## src/rtl/input_pkg.sv

```systemverilog
// Shared types and constants for the switch input controller.
package input_pkg;

  // Maximum number of hex digits the accumulator holds (32 bits / 4 bits).
  localparam int NUM_DIGITS = 8;

  // Controller modes: typing digits, accumulator full, word awaiting the core.
  typedef enum logic [1:0] {
    ENTRY   = 2'd0,
    FULL    = 2'd1,
    PENDING = 2'd2
  } input_state_e;

endpackage

```

## src/rtl/button_debounce.sv

```systemverilog
// Pushbutton conditioner: 2-flop synchronizer, stability counter and a
// one-cycle pulse on each debounced 0->1 transition.
module button_debounce #(
  parameter logic [19:0] DEBOUNCE_CYCLES = 20'd1_000_000
) (
  input  logic clk,
  input  logic n_rst,
  input  logic btn,
  output logic press
);

  localparam int CW = $clog2(32'(DEBOUNCE_CYCLES) + 1);
  // Counter value reached on the last of the required consecutive samples.
  localparam logic [CW-1:0] CNT_LAST = CW'(DEBOUNCE_CYCLES - 20'd1);

  logic [1:0]    sync_reg;
  logic          level_reg;
  logic          level_next;
  logic [CW-1:0] cnt_reg;
  logic [CW-1:0] cnt_next;
  logic          press_reg;
  logic          press_next;

  // Bring the raw button into the clock domain.
  always_ff @(posedge clk or negedge n_rst) begin
    if (!n_rst) begin
      sync_reg <= '0;
    end else begin
      sync_reg <= {sync_reg[0], btn};
    end
  end

  // Count consecutive synchronized samples that disagree with the debounced
  // level; any agreeing sample restarts the count, so short bounces never
  // flip the level.
  always_comb begin
    level_next = level_reg;
    cnt_next   = '0;
    if (sync_reg[1] != level_reg) begin
      if (cnt_reg == CNT_LAST) begin
        level_next = sync_reg[1];
      end else begin
        cnt_next = cnt_reg + 1'b1;
      end
    end
    press_next = level_next & ~level_reg;
  end

  // Debounced level, stability counter and registered press pulse.
  always_ff @(posedge clk or negedge n_rst) begin
    if (!n_rst) begin
      level_reg <= 1'b0;
      cnt_reg   <= '0;
      press_reg <= 1'b0;
    end else begin
      level_reg <= level_next;
      cnt_reg   <= cnt_next;
      press_reg <= press_next;
    end
  end

  assign press = press_reg;

endmodule

```

## src/rtl/switch_input_controller.sv

```systemverilog
// Hex-entry front panel: debounced buttons build a 32-bit word from the
// switches and hand it to the core through a valid/ack register.
module switch_input_controller
  import input_pkg::*;
#(
  parameter logic [19:0] DEBOUNCE_CYCLES = 20'd1_000_000
) (
  input  logic        clk,
  input  logic        n_rst,
  input  logic [3:0]  sw,
  input  logic        btn_enter,
  input  logic        btn_clear,
  input  logic        btn_submit,
  input  logic        read_ack,
  output logic [31:0] read_data,
  output logic        read_valid,
  output logic [31:0] entry_value,
  output logic [3:0]  digit_count
);

  // Button lanes: 0 = enter, 1 = clear, 2 = submit.
  logic [2:0] btn_raw;
  logic [2:0] btn_press;

  assign btn_raw = {btn_submit, btn_clear, btn_enter};

  generate
    for (genvar gi = 0; gi < 3; gi++) begin : g_debounce
      button_debounce #(
        .DEBOUNCE_CYCLES(DEBOUNCE_CYCLES)
      ) u_debounce (
        .clk  (clk),
        .n_rst(n_rst),
        .btn  (btn_raw[gi]),
        .press(btn_press[gi])
      );
    end
  endgenerate

  logic enter_pulse;
  logic clear_pulse;
  logic submit_pulse;

  assign enter_pulse  = btn_press[0];
  assign clear_pulse  = btn_press[1];
  assign submit_pulse = btn_press[2];

  input_state_e state_reg;
  input_state_e state_next;
  logic [31:0]  entry_value_reg;
  logic [31:0]  entry_value_next;
  logic [3:0]   digit_count_reg;
  logic [3:0]   digit_count_next;
  logic [31:0]  read_data_reg;
  logic [31:0]  read_data_next;
  logic         read_valid_reg;
  logic         read_valid_next;

  // Controller state and all output registers.
  always_ff @(posedge clk or negedge n_rst) begin
    if (!n_rst) begin
      state_reg       <= ENTRY;
      entry_value_reg <= '0;
      digit_count_reg <= '0;
      read_data_reg   <= '0;
      read_valid_reg  <= 1'b0;
    end else begin
      state_reg       <= state_next;
      entry_value_reg <= entry_value_next;
      digit_count_reg <= digit_count_next;
      read_data_reg   <= read_data_next;
      read_valid_reg  <= read_valid_next;
    end
  end

  // Button handling with clear > submit > enter; the core handshake is
  // independent of the buttons so an ack is never lost to a clear.
  always_comb begin
    state_next       = state_reg;
    entry_value_next = entry_value_reg;
    digit_count_next = digit_count_reg;
    read_data_next   = read_data_reg;
    read_valid_next  = read_valid_reg;

    if (clear_pulse) begin
      entry_value_next = '0;
      digit_count_next = '0;
      if (state_reg == FULL) begin
        state_next = ENTRY;
      end
    end else if (submit_pulse && (state_reg != PENDING)) begin
      read_data_next   = entry_value_reg;
      read_valid_next  = 1'b1;
      entry_value_next = '0;
      digit_count_next = '0;
      state_next       = PENDING;
    end else if (enter_pulse && (state_reg == ENTRY)) begin
      entry_value_next = {entry_value_reg[27:0], sw};
      digit_count_next = digit_count_reg + 4'd1;
      if (digit_count_next == 4'(NUM_DIGITS)) begin
        state_next = FULL;
      end
    end

    if ((state_reg == PENDING) && read_valid_reg && read_ack) begin
      read_valid_next = 1'b0;
      state_next      = ENTRY;
    end
  end

  assign read_data   = read_data_reg;
  assign read_valid  = read_valid_reg;
  assign entry_value = entry_value_reg;
  assign digit_count = digit_count_reg;

endmodule

```

## config.mk

```make
export PLATFORM = sky130hd
export DESIGN_NAME = switch_input_controller
export DESIGN_NICKNAME = d
export VERILOG_FILES = /design/src/rtl/input_pkg.sv /design/src/rtl/button_debounce.sv /design/src/rtl/switch_input_controller.sv
export SDC_FILE = /design/constraint.sdc
export NUM_CORES = 1
export LEC_CHECK = 0
export CORE_UTILIZATION = 57
export DETAILED_ROUTE_END_ITERATION = 16
export DONT_BUFFER_PORTS = 1
export GPL_ROUTABILITY_DRIVEN = 0
export HOLD_SLACK_MARGIN = 0.05
export PLACE_DENSITY = 0.75
export SLEW_MARGIN = 20
export SYNTH_ARGS = -nofsm -noshare
export SYNTH_HDL_FRONTEND = slang
export SYNTH_SLANG_ARGS = --single-unit
```

## constraint.sdc

```tcl
create_clock -name clk -period 2.1 [get_ports clk]
set_input_delay 0.42 -clock clk [delete_from_list [all_inputs] [get_ports clk]]
set_output_delay 0.42 -clock clk [all_outputs]
set_load 0.05 [all_outputs]
```

==> impl_metrics.ini <==
[sta]
fin_crit_sh_pct = 95.0
setup_viol = 0
hold_violations = 143
worstMarginPinSlew_ns = 0.625
slew_violations = 0
hold_slack_ns = -0.411
rsz0062_at_grt = false
max_clock_freq_mhz = 501
period_needed_ns = 2.00
setup_slack_ns = 0.104
slew-limit-headroom_pct = 58.0
finClkSkew_ns = 0.0127

[critical_path]
cp-end-kind = flip-flop
critPathRequiredTime_ns = 2.55
reg2reg_to = g_debounce[1].u_debounce.cnt_reg[16]
crit_buf_inv = 1
cp_top_family = simple AND/OR/NAND/NOR gates
cp-start-kind = flip-flop
crit_chain = ha_2 > nand3_2 > or4_4 > buf_4 > or3_1 > a21oi_1
cp_slowest_stage_delay_ns = 0.54
critPathArrivalTime_ns = 2.44
r2r-start = g_debounce[1].u_debounce.cnt_reg[1]
crit_fanout = 5
cp_slowest_cell = or4_4
reg2regPathDepth = 6
critPathKind = flip-flop to flip-flop
r2r_setup_slack_ns = 0.10

[die]
pin_count = 79
die_y_um = 105
initial_core_util_pct = 58.6
die_area_um2 = 11000
die_x_um = 105
rows = 37
core_area_um2 = 10300

[grt]
grt_overflow = 0
grt_util_all_layers_pct = 23.4
gr-usage-met2_pct = 37.3
busiest_layer = met2
grtUsageMet3_pct = 6.11
met1_usage_pct = 30.4
grt_max_degree = 144
first_global_vias = 4124
grt_pass1_wl_mm = 20.1
antenna_found_initial = 0

[cells_and_area]
largest_reg_flops = 60
antenna_cells = 0
seq_area_um2 = 3580
final_cell_mix = dfrtp_1 (143), nor2_1 (44), mux2_2 (36)
syn_to_final_growth_pct = 14.6
num-fill-cells = 766
final_common_cell = dfrtp_1
multi_input_area_um2 = 2380
design_area_um2 = 6930
drive_gt1_share_pct = 17.4
fin_nets = 557
final_util_pct = 67.2

[clock_network]
cts_buffers = 17
clk_pin_slew_ns = 0.06
cts_hold_buf = 8
insertion_delay_ns = 0.52
root_buffer = clkbuf_8
cts.sinks = 143
cts_tree = yes
htreeDepth = 4
clockBufferDepth = 2

[logic_synthesis]
synth_warnings = 0
ys_seq_elements = 143
synth.distinct_cells = 42
syn_inst = 516
netlist_area_um2 = 6050
ys_async_sr_fraction_pct = 100
synthesis.nets = 530
synth_area_per_cell_um2 = 11.7
synth_ff_type = dfrtp_1
seq_area_frac_synth_pct = 59.2
synth_edf_count = 0

[run_status]
violations = hold timing
status = finished with violations

[routing]
drtIter0Drc = 251
routed_via_density = 5.99
finalWirelength_mm = 11.9
drtAntennaViolNets = 0
post-route-drc-count = 0
num_vias = 4142
first_pass_iters = 4
routedWlPerCell_um = 17.1

[placement]
place_area_um2 = 6290
io_buffers = 0
post-dp-hpwl_mm = 7.48
pre_cts_ws_ns = -0.00205

[job]
maxCapViolCount = 0

[pwr]
power_density_nw_per_um2 = 799
p_total_mw = 5.54
leakage_nw = 3.04
vdd_drop_max_uv = 645

[worst_hold_path]
min_path_type = input pin to asynchronous set/reset pin
## where the power goes
part,leakage (nW),internal (mW),switching (mW),total (mW)
Clock,0.256,1.50,1.18,2.67
Sequential,1.97,2.78,0.0181,2.79
Combinational,0.816,0.0363,0.0363,0.0725
Total,3.04,4.31,1.23,5.54
## per-stage QoR
step	instances	setup TNS [ns]
floorplan	516	0
global placement	651	0
detailed placement	651	-0.00205
global route	692	0
CTS	691	0
finish	692	0
## timing repair
action,in CTS,in global routing
buffers inserted,0,1
endpoints found under the hold margin,151,143
endpoints found under the setup margin,1,3
cloned,0,0
resized for setup,1,3
## kinds of logic (layout without fill, tap and decap cells)
family / count (synthesis) / in the layout / share of synthesized area (%)
AOI/OAI and AO/OA: 77 / 77 / 9.04
DFF: 143 / 143 / 59.2
buffers and inverters: 31 / 71 / 1.94
muxes: 37 / 37 / 6.87
xor gates and xnor gates: 41 / 41 / 5.94
and+or+nand+nor: 183 / 183 / 16.2
adders and majority gates: 4 / 4 / 0.828
## synthesized netlist by cell type, types with 5 or more instances
cell type,instances,area (um2)
or3_1,11,68.8
a21oi_1,18,90.1
nor2_1,44,165
nor3_1,11,55.1
o31ai_1,7,52.6
nand3_1,21,105
nor4_1,11,68.8
dfrtp_1,143,3580
a22o_1,34,298
mux2_2,36,405
xor2_1,10,87.6
o21ai_0,12,60.1
nand2_1,27,101
nor3b_1,5,37.5
inv_1,14,52.6
or4_1,9,67.6
and3_1,8,50.1
clkbuf_1,16,60.1
nand4_1,12,75.1
xnor2_1,31,272
## worst max path at each step
stage | startpoint | to | slack [ns] | cells past startpoint
after floorplan | g_debounce[1].u_debounce.cnt_reg[0] | g_debounce[1].u_debounce.cnt_reg[18] | 0.11 | 6
after global placement | g_debounce[1].u_debounce.cnt_reg[0] | g_debounce[1].u_debounce.cnt_reg[16] | 0.15 | 6
after detailed placement | g_debounce[1].u_debounce.cnt_reg[0] | g_debounce[1].u_debounce.cnt_reg[16] | -0.002 | 6
after CTS | g_debounce[1].u_debounce.cnt_reg[0] | g_debounce[1].u_debounce.cnt_reg[16] | 0.04 | 6
after global routing | g_debounce[1].u_debounce.cnt_reg[1] | g_debounce[1].u_debounce.cnt_reg[16] | 0.02 | 6
final | g_debounce[1].u_debounce.cnt_reg[1] | g_debounce[1].u_debounce.cnt_reg[16] | 0.10 | 6
## routing by layer
layer | vias to the layer above | wire length, um
li1 | 1921 | -
met1 | 2112 | 5170
met2 | 91 | 6030
met3 | 18 | 447
met4 | 0 | 215
met5 | - | 0
## area by class of cell
class	count	share of cell area (%)
clock buffer	18	6.17
clock inverter	14	1.57
inverter	14	0.758
multi-input combinational	342	34.3
sequential	143	51.6
tap	136	2.45
timing repair buffer	25	3.18
## worst register-to-register path, cell delays in order (launching register included)
cell	delay [ns]
dfrtp_1	0.38
ha_2	0.22
nand3_2	0.11
or4_4	0.54
buf_4	0.17
or3_1	0.35
a21oi_1	0.15
Power figures use the tool's default switching activity.
==> RTL edit 1: new RTL, config.mk and constraints unchanged <==
Encoding of `input_state_e`: now one-hot (3 bits for 3 states).
--- a/src/rtl/input_pkg.sv
+++ b/src/rtl/input_pkg.sv
@@ -5,10 +5,10 @@
   localparam int NUM_DIGITS = 8;
 
   // Controller modes: typing digits, accumulator full, word awaiting the core.
-  typedef enum logic [1:0] {
-    ENTRY   = 2'd0,
-    FULL    = 2'd1,
-    PENDING = 2'd2
+  typedef enum logic [2:0] {
+    ENTRY   = 3'b001,
+    FULL    = 3'b010,
+    PENDING = 3'b100
   } input_state_e;
 
 endpackage
Check against the original RTL: same outputs for any inputs over 10 cycles, from zero or initial values and one cycle with n_rst low; not proved beyond that.
==> RTL edit 1 against the original RTL <==
Wire length is 6.9% higher. Total power is 6.0% higher. The run still ends with hold timing left. Synthesized area grew 4.3%. Cell area up 4.7%. First-iteration DRC count increased by 16%. Clock power is 12% higher. Setup slack better by 0.072 ns. Combinational power grew 2%. Sequential cell count up 1.
==> RTL edit 1: results (changes against the original RTL) <==
Pwr
  • Peak supply drop: 622.1 uV (was 645.0 uV)
  • Clock-net power: 2.98 mW (was 2.67 mW)
  • Seq pwr share: 0.480 (was 0.504)
  • Sw power: 1.171 mW (was 1.230 mW)
  • Leak: 3.187 nW (was 3.044 nW)

STA
  • Hold slack: -0.4330 ns (was -0.4106 ns)
  • Hold Fails Final Rpt: 144 (was 143)
  • Slew margin rel.: 0.6005 (was 0.5797)
  • Final setup skew: 0.01400 ns (was 0.01270 ns)

GRT
  • Largest net degree at the start of global routing: 145 (was 144)
  • First-pass GRT wire length: 21390 um (was 20120 um)

Synth
  • XOR/XNOR share of the synthesized area: 0.06110 (was 0.05937)
  • Syn_nets: 598 (was 530)
  • Synth cell types: 48 (was 42)
  • Adder-Cell Fraction of Synth Area: 0.007935 (was 0.008275)
  • Mux cell area share after synthesis: 0.06249 (was 0.06868)
  • Sequential-to-total area share from yosys stat: 0.5715 (was 0.5916)
  • Largest cells by area after synthesis: dfrtp_1 (57%), mux2_2 (6.2%), nand2_1 (5.1%) (was dfrtp_1 (59%), mux2_2 (6.7%), a22o_1 (4.9%))
  • Commonest cells post-synth: dfrtp_1 (143), nand2_1 (86), a21oi_1 (49), nor2_1 (49), mux2_2 (35) (was dfrtp_1 (143), nor2_1 (44), mux2_2 (36), a22o_1 (34), xnor2_1 (31))

Clock network
  • Clk Latency, worst-skew pair: 0.54 ns (was 0.52 ns)
  • CTS Hold Bufs: 7 (was 8)
  • Post_cts resized: 0 (was 1)

Run status
  • Failing checks: hold timing (unchanged)
  • Status: finished with violations (unchanged)

Placed design
  • Post-DP HPWL: 7978 um (was 7476 um)

Critical path
  • Critical path startpoint: g_debounce[2].u_debounce.cnt_reg[7] (was g_debounce[1].u_debounce.cnt_reg[1])
  • CP Max Fanout: 4 (was 5)
  • FF-to-FF path depth: 4 (was 6)
  • Crit path arrival time: 2.34 ns (was 2.44 ns)
  • Reg2reg setup slack: 0.18 ns (was 0.10 ns)
  • Critical Path Max Stage Delay: 0.59 ns (was 0.54 ns)

Detailed routing
  • Pre-Repair DR Iteration Count: 6 (was 4)
  • Via count: 4485 (was 4142)
  • WL final: 12670 um (was 11860 um)
  • Detailed Route Iter0 Violations: 290 (was 251)

Cells and area
  • Fillers: 810 (was 766)
  • Total Nets Final: 623 (was 557)
  • Layout cells sized above 1: 0.1691 (was 0.1745)
[RTL edit 1: cell types whose count changed after synthesis, sizes merged, moves of 5 or more]
cell   change
xor2       +8
nand2     +59
nor2       +5
o21ai      -6
a21oi     +31
xnor2      -5
a22o      -34
[RTL edit 1: area by class of cell]
type                    count  area [sq um]  share of cell area
clock buffers              22         452.9             0.06241
repair buffers             31         262.8             0.03621
well taps                 140         175.2             0.02414
flip-flops and latches    144          3605              0.4967
multi-input cells         405          2591              0.3571
inverters                  10         37.54            0.005172
clock inverters             9         132.6             0.01828
[RTL edit 1: per-layer routing]
layer / vias to the layer above / global-route usage / part of all wire
li1: 2097 / - / -
met1: 2227 / 0.2926 / 0.41
met2: 138 / 0.4005 / 0.51
met3: 23 / 0.07112 / 0.058
met4: 0 / 0.09785 / 0.021
met5: - / 0 / 0
[RTL edit 1: stage by stage]
step / std cells / hold WS (ns) / cell area, sq um / setup WS, ns
floorplan: 584 / 0.1244 / 6307 / 0.1945
global placement: 723 / 0.1277 / 6595 / 0.1877
detailed placement: 723 / 0.1270 / 6595 / 0.1700
CTS: 761 / -0.4428 / 7251 / 0.1475
global route: 761 / -0.4546 / 7257 / 0.05892
finish: 761 / -0.4330 / 7257 / 0.1760
[RTL edit 1: logic make-up (layout without fill, tap and decap cells)]
| logic type | count (synthesis) | in the layout |
|---|---|---|
| and+or+nand+nor | 245 | 245 |
| xor gates and xnor gates | 44 | 44 |
| buffers and inverters | 35 | 72 |
| DFF | 144 | 144 |
| adders and majority gates | 4 | 4 |
| muxes | 35 | 35 |
| AOI/OAI and AO/OA | 77 | 77 |
[RTL edit 1: worst max-delay path: cells and delay by family, from the launching register on]
family,cells,cell delay (ns)
and+or+nand+nor,3,1.10
muxes,1,0.29
DFF,1,0.42
==> RTL edit 2: new RTL, same flow settings <==
Made on the original files. `DEBOUNCE_CYCLES` is set to 20'd1_000_000 in 2 places; all go to 20'd500000.
--- a/src/rtl/button_debounce.sv
+++ b/src/rtl/button_debounce.sv
@@ -1,7 +1,7 @@
 // Pushbutton conditioner: 2-flop synchronizer, stability counter and a
 // one-cycle pulse on each debounced 0->1 transition.
 module button_debounce #(
-  parameter logic [19:0] DEBOUNCE_CYCLES = 20'd1_000_000
+  parameter logic [19:0] DEBOUNCE_CYCLES = 20'd500000
 ) (
   input  logic clk,
   input  logic n_rst,
--- a/src/rtl/switch_input_controller.sv
+++ b/src/rtl/switch_input_controller.sv
@@ -3,7 +3,7 @@
 module switch_input_controller
   import input_pkg::*;
 #(
-  parameter logic [19:0] DEBOUNCE_CYCLES = 20'd1_000_000
+  parameter logic [19:0] DEBOUNCE_CYCLES = 20'd500000
 ) (
   input  logic        clk,
   input  logic        n_rst,
Function: same outputs for any inputs over 10 cycles, from zero or initial values and one cycle with n_rst low; that may be too few to reach the edited logic, so the function may still have changed.
==> RTL edit 2 against the original RTL <==
The flow still finishes with violations (hold timing). Clock power rose by 16%. Wire length decreased by 3.8%. Clock skew shrank 0.0048 ns. Combinational power is 2% higher. Synthesized area is 1.6% lower. Critical path depth down 1. Sequential power shrank 1%. Cell area fell by 0.97%. Non-clock buffer count fell by 3. Count of clock-buffer cells in the layout up 2. Sequential cell count down 3. Setup slack improved by 0.030 ns. Total power grew 7.2%. Highest routed layer unchanged.
==> RTL edit 2: results (changes against the original RTL) <==
Run status
  • Status: finished with violations (unchanged)
  • Failing checks: hold timing (unchanged)

STA
  • Hold Fails Final Rpt: 140 (was 143)
  • Setup WS post-layout: 0.1337 ns (was 0.1042 ns)
  • Worst Tran Pin Value: 0.6064 ns (was 0.6248 ns)
  • Final setup skew: 0.007867 ns (was 0.01270 ns)
  • Hold slack: -0.4242 ns (was -0.4106 ns)

Critical path
  • Reg2reg setup slack: 0.13 ns (was 0.10 ns)
  • FF-to-FF End: g_debounce[1].u_debounce.cnt_reg[18] (was g_debounce[1].u_debounce.cnt_reg[16])

GRT
  • First-pass GRT wire length: 19350 um (was 20120 um)
  • Total track usage: 0.2277 (was 0.2336)
  • Vias in the first global route: 3986 (was 4124)

Clock network
  • Clk Latency, worst-skew pair: 0.54 ns (was 0.52 ns)
  • Post_cts resized: 0 (was 1)

Cells and area
  • Register Area: 0.003503 sq mm (was 0.003578 sq mm)
  • Non-clk buf share: 0.02660 (was 0.03176)
  • #MultiIn Comb: 328 (was 342)
  • Max reg flops: 57 (was 60)
  • Logic inverters: 12 (was 14)
  • Total Nets Final: 535 (was 557)

Pwr
  • Seq pwr share: 0.464 (was 0.504)
  • Peak supply drop: 419.4 uV (was 645.0 uV)
  • Clock power share: 0.524 (was 0.483)
  • Sw power: 1.207 mW (was 1.230 mW)

Placed design
  • Area post-placement: 0.006175 sq mm (was 0.006295 sq mm)

Floorplanning
  • Row cnt: 36 (was 37)

Synth
  • Largest cells by area after synthesis: dfrtp_1 (59%), mux2_2 (6.6%), a22o_1 (5.0%) (was dfrtp_1 (59%), mux2_2 (6.7%), a22o_1 (4.9%))
  • Synth cell types: 44 (was 42)
RTL edit 2: changes by cell type after synthesis, moves of 5 or more:
cell,delta
xor2_1,+6
and3_1,-7
a21oi_1,-11
clkbuf_1,-5
nor4_1,+9
o31ai_1,-7
nor3b_1,-5
or4_1,-8
or3_1,-8
nor2_1,+11
RTL edit 2: cells by family after synthesis:
| family | share of synthesized area |
|---|---|
| buf+inv | 0.01828 |
| fa+ha+maj | 0.008407 |
| compound gates | 0.07671 |
| mux | 0.07482 |
| xor+xnor | 0.07356 |
| flops | 0.5885 |
| simple gates | 0.1597 |
RTL edit 2: metrics by stage:
stage,total power [mW],hold slack [ns]
global placement,2.859,0.1278
finish,5.935,-0.4242
global route,6.103,-0.4463
detailed placement,2.864,0.1281
floorplan,2.843,0.1244
CTS,5.992,-0.4482
RTL edit 2: per-layer routing:
layer	vias to the layer above	routed length [um]	global-route usage
met5	-	0	0
met2	107	5652	0.3681
met4	0	252	0.1041
li1	1823	-	-
met3	29	544	0.07456
met1	1962	4954	0.2783
